--- src/rtl/ulpi_pkg.sv ---
// rtl/ulpi_pkg.sv - shared types and constants for the ULPI register arbiter
package ulpi_pkg;

   localparam int ULPI_AW = 6;
   localparam int ULPI_DW = 8;

   localparam logic REQ_UART = 1'b0;
   localparam logic REQ_INIT = 1'b1;

   typedef enum logic [2:0] {
      IDLE       = 3'd0,
      ISSUE      = 3'd1,
      WAIT_START = 3'd2,
      WAIT_DONE  = 3'd3,
      ACK        = 3'd4
   } arb_state_e;

endpackage

--- src/rtl/ulpi_rr_pick.sv ---
// rtl/ulpi_rr_pick.sv - combinational two-way round-robin picker
module ulpi_rr_pick (
   input  logic [1:0] req_i,
   input  logic       ptr_i,
   output logic       grant_o,
   output logic       valid_o
);

   always_comb begin
      valid_o = |req_i;
      // Pointer only matters under contention; a lone requester always wins.
      if (&req_i) begin
         grant_o = ptr_i;
      end else begin
         grant_o = ~req_i[0];
      end
   end

endmodule

--- src/rtl/ulpi_reg_arbiter.sv ---
// rtl/ulpi_reg_arbiter.sv - round-robin arbiter sharing the ULPI register
// read/write engines between the UART command path and the PHY init sequencer
module ulpi_reg_arbiter
   import ulpi_pkg::*;
#(
   parameter int TIMEOUT_CYCLES = 64,
   parameter int CNT_W          = 7
) (
   input  logic               clk_ULPI,
   input  logic               rst,
   input  logic [1:0]         req,
   input  logic [1:0]         we,
   input  logic [ULPI_AW-1:0] addr0,
   input  logic [ULPI_AW-1:0] addr1,
   input  logic [ULPI_DW-1:0] wdata0,
   input  logic [ULPI_DW-1:0] wdata1,
   output logic [1:0]         ack,
   output logic [ULPI_DW-1:0] rdata,
   output logic               err,
   output logic               busy,
   input  logic               DIR,
   output logic               PrR,
   output logic               PrW,
   output logic [ULPI_AW-1:0] ADDR,
   output logic [ULPI_DW-1:0] REG_WDATA,
   input  logic               eng_busy,
   input  logic [ULPI_DW-1:0] REG_VAL
);

   localparam logic [CNT_W-1:0] CNT_LAST = CNT_W'(TIMEOUT_CYCLES - 1);

   arb_state_e         state_q;
   logic               win_q;
   logic               we_q;
   logic               ptr_q;
   logic [CNT_W-1:0]   cnt_q;
   logic [ULPI_AW-1:0] addr_q;
   logic [ULPI_DW-1:0] wdata_q;
   logic [ULPI_DW-1:0] rdata_q;
   logic [1:0]         ack_q;
   logic               err_q;
   logic               busy_q;
   logic               prr_q;
   logic               prw_q;

   logic pick_grant;
   logic pick_valid;

   ulpi_rr_pick u_pick (
      .req_i   (req),
      .ptr_i   (ptr_q),
      .grant_o (pick_grant),
      .valid_o (pick_valid)
   );

   logic timeout;
   assign timeout = (cnt_q == CNT_LAST);

   always_ff @(posedge clk_ULPI or negedge rst) begin
      if (!rst) begin
         state_q <= IDLE;
         win_q   <= REQ_UART;
         we_q    <= 1'b0;
         ptr_q   <= REQ_UART;
         cnt_q   <= '0;
         addr_q  <= '0;
         wdata_q <= '0;
         rdata_q <= '0;
         ack_q   <= 2'b00;
         err_q   <= 1'b0;
         busy_q  <= 1'b0;
         prr_q   <= 1'b0;
         prw_q   <= 1'b0;
      end else begin
         case (state_q)
            IDLE: begin
               if (pick_valid && !DIR) begin
                  win_q   <= pick_grant;
                  we_q    <= we[pick_grant];
                  addr_q  <= pick_grant ? addr1 : addr0;
                  wdata_q <= pick_grant ? wdata1 : wdata0;
                  busy_q  <= 1'b1;
                  state_q <= ISSUE;
               end
            end
            ISSUE: begin
               prw_q   <= we_q;
               prr_q   <= ~we_q;
               cnt_q   <= '0;
               state_q <= WAIT_START;
            end
            WAIT_START, WAIT_DONE: begin
               prr_q <= 1'b0;
               prw_q <= 1'b0;
               // Timeout wins over any engine busy edge seen in the same cycle.
               if (timeout) begin
                  err_q   <= 1'b1;
                  rdata_q <= '0;
                  ack_q   <= win_q ? 2'b10 : 2'b01;
                  state_q <= ACK;
               end else begin
                  cnt_q <= cnt_q + 1'b1;
                  if (state_q == WAIT_START) begin
                     if (eng_busy) begin
                        state_q <= WAIT_DONE;
                     end
                  end else if (!eng_busy) begin
                     rdata_q <= we_q ? '0 : REG_VAL;
                     err_q   <= 1'b0;
                     ack_q   <= win_q ? 2'b10 : 2'b01;
                     state_q <= ACK;
                  end
               end
            end
            ACK: begin
               ack_q   <= 2'b00;
               err_q   <= 1'b0;
               busy_q  <= 1'b0;
               ptr_q   <= ~win_q;
               state_q <= IDLE;
            end
            default: begin
               state_q <= IDLE;
            end
         endcase
      end
   end

   assign ack       = ack_q;
   assign rdata     = rdata_q;
   assign err       = err_q;
   assign busy      = busy_q;
   assign PrR       = prr_q;
   assign PrW       = prw_q;
   assign ADDR      = addr_q;
   assign REG_WDATA = wdata_q;

endmodule

--- config.mk ---
export PLATFORM = sky130hd
export DESIGN_NAME = ulpi_reg_arbiter
export DESIGN_NICKNAME = d
export VERILOG_FILES = /design/src/rtl/ulpi_pkg.sv /design/src/rtl/ulpi_rr_pick.sv /design/src/rtl/ulpi_reg_arbiter.sv
export SDC_FILE = /design/constraint.sdc
export NUM_CORES = 1
export LEC_CHECK = 0
export CAP_MARGIN = 0
export CORE_UTILIZATION = 44
export DETAILED_ROUTE_END_ITERATION = 6
export PLACE_DENSITY = 0.8
export SYNTH_ARGS = -nofsm -noshare
export SYNTH_HDL_FRONTEND = slang
export SYNTH_SLANG_ARGS = --single-unit
export TNS_END_PERCENT = 1
--- constraint.sdc ---
create_clock -name clk_ULPI -period 2.1 [get_ports clk_ULPI]
set_input_delay 0.21 -clock clk_ULPI [delete_from_list [all_inputs] [get_ports clk_ULPI]]
set_output_delay 0.21 -clock clk_ULPI [all_outputs]
set_load 0.01 [all_outputs]
Yosys cells after proc, flatten, opt, wreduce, memory -nomap -nowiden
Cells that the tools add are included.

Flip-flop bits (word level): 41. Bits of input ports: 44. Output and inout bits: 28. Word-level logic and storage cells: 76.

$add $sub $neg: 1. Order comparisons: 1. Eq/ne operators: 13. Multiplexer cells: 30. Bitwise operators: 3. Reductions and logical operators: 15.

Operator list (number): 8-bit two-way mux (5); 3-bit two-way mux (5); 7-bit case mux with 2 select lines (1); 3-bit case mux with 3 select lines (1); 3-bit AND reduction (3); 2-bit two-way mux (4); 4-bit != test, second input constant (2); 1-bit case mux with 2 select lines (4); 2-bit AND reduction (4); 7-bit by 1-bit adder with 7-bit output, second input constant (1); 7-bit by 6-bit == test with 1-bit output, second input constant (1); 1-bit two-way mux (7); 7-bit two-way mux (1); 3-bit by 2-bit == test with 1-bit output, second input constant (2); 6-bit two-way mux (1); 2-bit != test, second input constant (3); 3-bit != test, second input constant (2); 2-bit nonzero test (3); 2-bit case mux with 2 select lines (1); 2-bit OR reduction (2); 3-bit by 1-bit == test with 1-bit output, second input constant (1); 3-bit == test, second input constant (1); 3-bit zero test (1); 1-bit inverter (3); other kinds (4) (4).

Depth between registers and ports, before layout
Depth in word-level cells: 5. Depth in mapped cells: 7. Gate-level depth less buffers: 5.

Cells and area by module
From an unflattened synthesis, not the netlist that was laid out.

Cell total of the unflattened synthesis: 175. Area total of the unflattened synthesis: 1883.1 um^2.

By module, submodules not included: ulpi_reg_arbiter (times used 1, cells an instance 173, area an instance 1866.8 um^2, seq. area each 1026.0 um^2); ulpi_rr_pick (times used 1, cells an instance 2, area an instance 16.3 um^2, seq. area each 0.0 um^2).

Least setup slack after synthesis
No wires, ideal clock.

Path type: reg-to-reg. Start: register cnt_q[0]. End: register rdata_q[0], in the netlist rdata[0]. Setup time: 0.121 ns. Arrival time: 1.613 ns. Required time: 1.979 ns. Path slack: 0.366 ns. Cell stages (with the launch flop): 8. Period minus slack after synthesis: 1.734 ns. Cell sequence: dfrtp_1 -> ha_1 -> nand3_2 -> or3_1 -> buf_2 -> a21o_1 -> buf_6 -> a22o_1.

Word-level cells in the longest chain between the ends: 3. Elaborated cells on any way between the ends: 5. Those cells by class: eq/ne: 3; mux: 1; reduce/logical: 1.

Ends and longest elaborated chain: start: declaration (line ulpi_reg_arbiter.sv:36) `logic [CNT_W-1:0] cnt_q;`; start signal: assignment (line ulpi_reg_arbiter.sv:102) `cnt_q <= cnt_q + 1'b1;`; 7-bit by 6-bit == test with 1-bit output (*) (line ulpi_reg_arbiter.sv:57) `assign timeout = (cnt_q == CNT_LAST);`; 2-bit != test (no line) / 2-bit by 1-bit != test with 1-bit output (equally long branches); 3-bit AND reduction (no line); end signal: assignment (line ulpi_reg_arbiter.sv:108) `rdata_q <= we_q ? '0 : REG_VAL;`; end: declaration (line ulpi_reg_arbiter.sv:39) `logic [ULPI_DW-1:0] rdata_q;`.

Every way passes the cells marked *; elsewhere a longest branch is shown, timed or not. A chain may end at the register's enable or synchronous reset.

Worst setup path in the final report
Start: register cnt_q[0]. End: register rdata_q[7], in the netlist rdata[7].

Same word-level chain as after synthesis.

==> flow_summary_export.csv <==
group,metric,value,unit
yosys,syn_area,1910,sq um
yosys,ys_seq_area_share,53.7,%
worst_setup_path,crit_type,"register to register",
timing,fin_crit_sh,89.0,%
timing,tns,0,ps
drt,dr.pass1.iters,4,
cts,cts_buffer_depth,2,
drt,avgViaCountPerCell,5.34,
timing,slew_headroom,41.6,%
final_layout,final_cell_mix,"clkdlybuf4s50_1 (70), dfrtp_1 (41), nor2_1 (28), a21oi_1 (25), mux2i_1 (15)",
yosys,ys_types,33,
cts,clk_pin_slew_worst_paths,80,ps
drt,drc,0,
cts,clkLatencyLatePin,300,ps
global_route,grt_max_degree,42,
global_route,antenna_found_initial,0,
floorplanning,die_area,4610,sq um
worst_setup_path,cp_slowest_cell,"or3_1",
timing,min_period,1870,ps
worst_setup_path,critical_path_required,2290,ps
cts,clock_sinks,41,
pwr,p_sw_share,33.5,%
cts,cts_tree,"built",
worst_setup_path,end_kind,"register",
final_layout,synthToLayoutAreaGrowth,46.9,%
cts,ctsHoldBuffers,0,
worst_setup_path,start_kind,"register",
pwr,clkPwrFrac,20.4,%
cts,htreeDepth,2,
place,hpwlAfterDp,3210,microns
pwr,p_leak,1.19,nW
drt,drt_wl_total,4490,microns
yosys,syn_inst,191,
min_path,min_path_type,"input port to async pin",
job,drv_cap,0,
final_layout,num-nets-final,306,
yosys,synth-seq-cells,41,
floorplanning,die_h,67.9,microns
cts,cts_buffers,5,
pwr,p_sw,1.23,mW
final_layout,drive_above_1_share,6.87,%
timing,setup_viol,0,
yosys,syn-num-nets,236,
floorplanning,die_w,67.9,microns
drt,routedWlPerCell,14.4,microns
timing,clock_skew,6.13,ps
cts,postCtsSetupBuffers,0,
pwr,p_per_area,1310,nW/um^2
timing,hold_viol,0,
floorplanning,top_level_ports,72,
yosys,avgSynthCellArea,10.0,sq um
place,gp_congestion,0.877,
drt,vias,1667,
global_route,grt_overflow,0,
final_layout,final_util,68.7,%
worst_setup_path,crit_path_max_fanout,9,
yosys,ys_warn_count,0,
timing,slew_violations,0,
timing,worst_pin_slew,876,ps
floorplanning,coreArea,4090,sq um
global_route,grt_pass1_vias,1657,
global_route,grt_pass1_wl,7450,microns
pwr,p_comb_share,42.2,%
yosys,synth-edff-count,0,
yosys,async_flop_share,100,%
yosys,dominantRegCellSynth,"dfrtp_1",
timing,grt_setup_unrepaired,"false",
worst_setup_path,worstPathArrival,2060,ps
final_layout,final_common_cell,"clkdlybuf4s50_1",
final_layout,diodes,0,
drt,drt_iter0_drc,104,
pwr,p_int,2.44,mW
cts,cts-root-buf,"clkbuf_8",
pwr,p_seq_share,37.4,%
floorplanning,floorplan.initialDensity,46.8,%
cts,cts_resized,0,
worst_setup_path,rr_worst_depth,5,
worst_setup_path,path_cells,"ha_1 -> nand3_2 -> or3_1 -> a21o_1 -> a22o_1",
place,io_buffers,71,
drt,drtAntennaViolNets,0,
pwr,p_total,3.67,mW
pwr,ir_drop,660,uV
worst_setup_path,critPathMaxStageDelay,440,ps
run_status,status,"finished, final reports clean",
global_route,grt_usage,22.2,%
timing,fmaxAchievable,0.535,GHz
floorplanning,rows,23,
==> final cells by class <==
class,count,area [sq um]
clock buffers,5,68.8
clock inverters,3,65.1
fillers,331,1280
inverters,6,22.5
multi-input cells,132,813
flip-flops and latches,41,1030
well taps,50,62.6
repair buffers,75,748
==> registers in the layout, indices dropped and copies added (netlist names) <==
signal     cells
REG_WDATA      8
ack            2
ADDR           6
PrW            1
rdata          8
busy           1
win_q          1
PrR            1
ptr_q          1
err            1
we_q           1
state_q        3
cnt_q          7
==> power by group through the flow <==
| stage | Sequential (mW) | Combinational (mW) | Clock, mW |
|---|---|---|---|
| finish | 1.38 | 1.55 | 0.749 |
| global route | 1.42 | 1.72 | 0.799 |
| CTS | 1.38 | 1.57 | 0.767 |
| detailed placement | 1.38 | 1.56 | 0 |
| global placement | 1.37 | 1.53 | 0 |
| floorplan | 1.44 | 0.693 | 0 |
==> cells in the mapped netlist, drive strengths merged (3+ instances only) <==
master	instances	area share, %
a21oi	25	6.5
a22o	8	3.7
buf	9	2.6
clkbuf	3	0.59
dfrtp	41	54
inv	6	1.2
mux2i	15	7.9
nand2	9	1.8
nand2b	3	0.98
nand3	7	2.1
nor2	28	5.5
nor3	9	2.6
o21ai	8	2.1
==> stage by stage <==
step | std cells | instance area (sq um) | hold slack [ps] | worst slack [ps]
floorplan | 191 | 1910 | -85.6 | 366
global placement | 304 | 2670 | 378 | 328
detailed placement | 304 | 2670 | 386 | 236
CTS | 312 | 2810 | 53.6 | 233
global route | 312 | 2810 | 93.9 | 114
finish | 312 | 2810 | 25.3 | 230
==> final timing paths <==
check | startpoint | endpoint | slack [ps]
min | rst | state_q[2]$_DFFE_PN0P_ | 30
min in group clk_ULPI | REG_VAL[4] | rdata[4]$_DFFE_PN0P_ | 500
max in group asynchronous | rst | rdata[7]$_DFFE_PN0P_ | 1530
max | cnt_q[0]$_DFFE_PN0P_ | rdata[7]$_DFFE_PN0P_ | 230
max reg2reg | cnt_q[0]$_DFFE_PN0P_ | rdata[7]$_DFFE_PN0P_ | 230
min reg2reg | busy$_DFFE_PN0P_ | busy$_DFFE_PN0P_ | 510
==> per-layer routing <==
layer | routed length, microns | global-route usage, % | vias to the layer above
met2 | 2030 | 33.5 | 63
met4 | 73 | 8.59 | 0
met5 | 0 | 0 | -
met3 | 339 | 7.50 | 10
li1 | - | - | 818
met1 | 2050 | 29.4 | 776
==> critical path: cells and delay by family (launching register included) <==
family / cells / cell delay, ps
AO/OA/AOI/OAI: 2 / 560
adder cells (fa/ha/maj): 1 / 220
flip-flops: 1 / 410
AND/OR/NAND/NOR: 2 / 560
==> cells by family (layout without fill, tap and decap cells) <==
logic type,count (synthesis),after routing,synth area share [%]
adders and majority gates,1,1,0.655
buffers and inverters,18,89,4.39
and+or+nand+nor,61,61,15.2
DFF,41,41,53.7
AOI/OAI and AO/OA,55,55,18.2
muxes,15,15,7.86
Power figures use the tool's default switching activity.
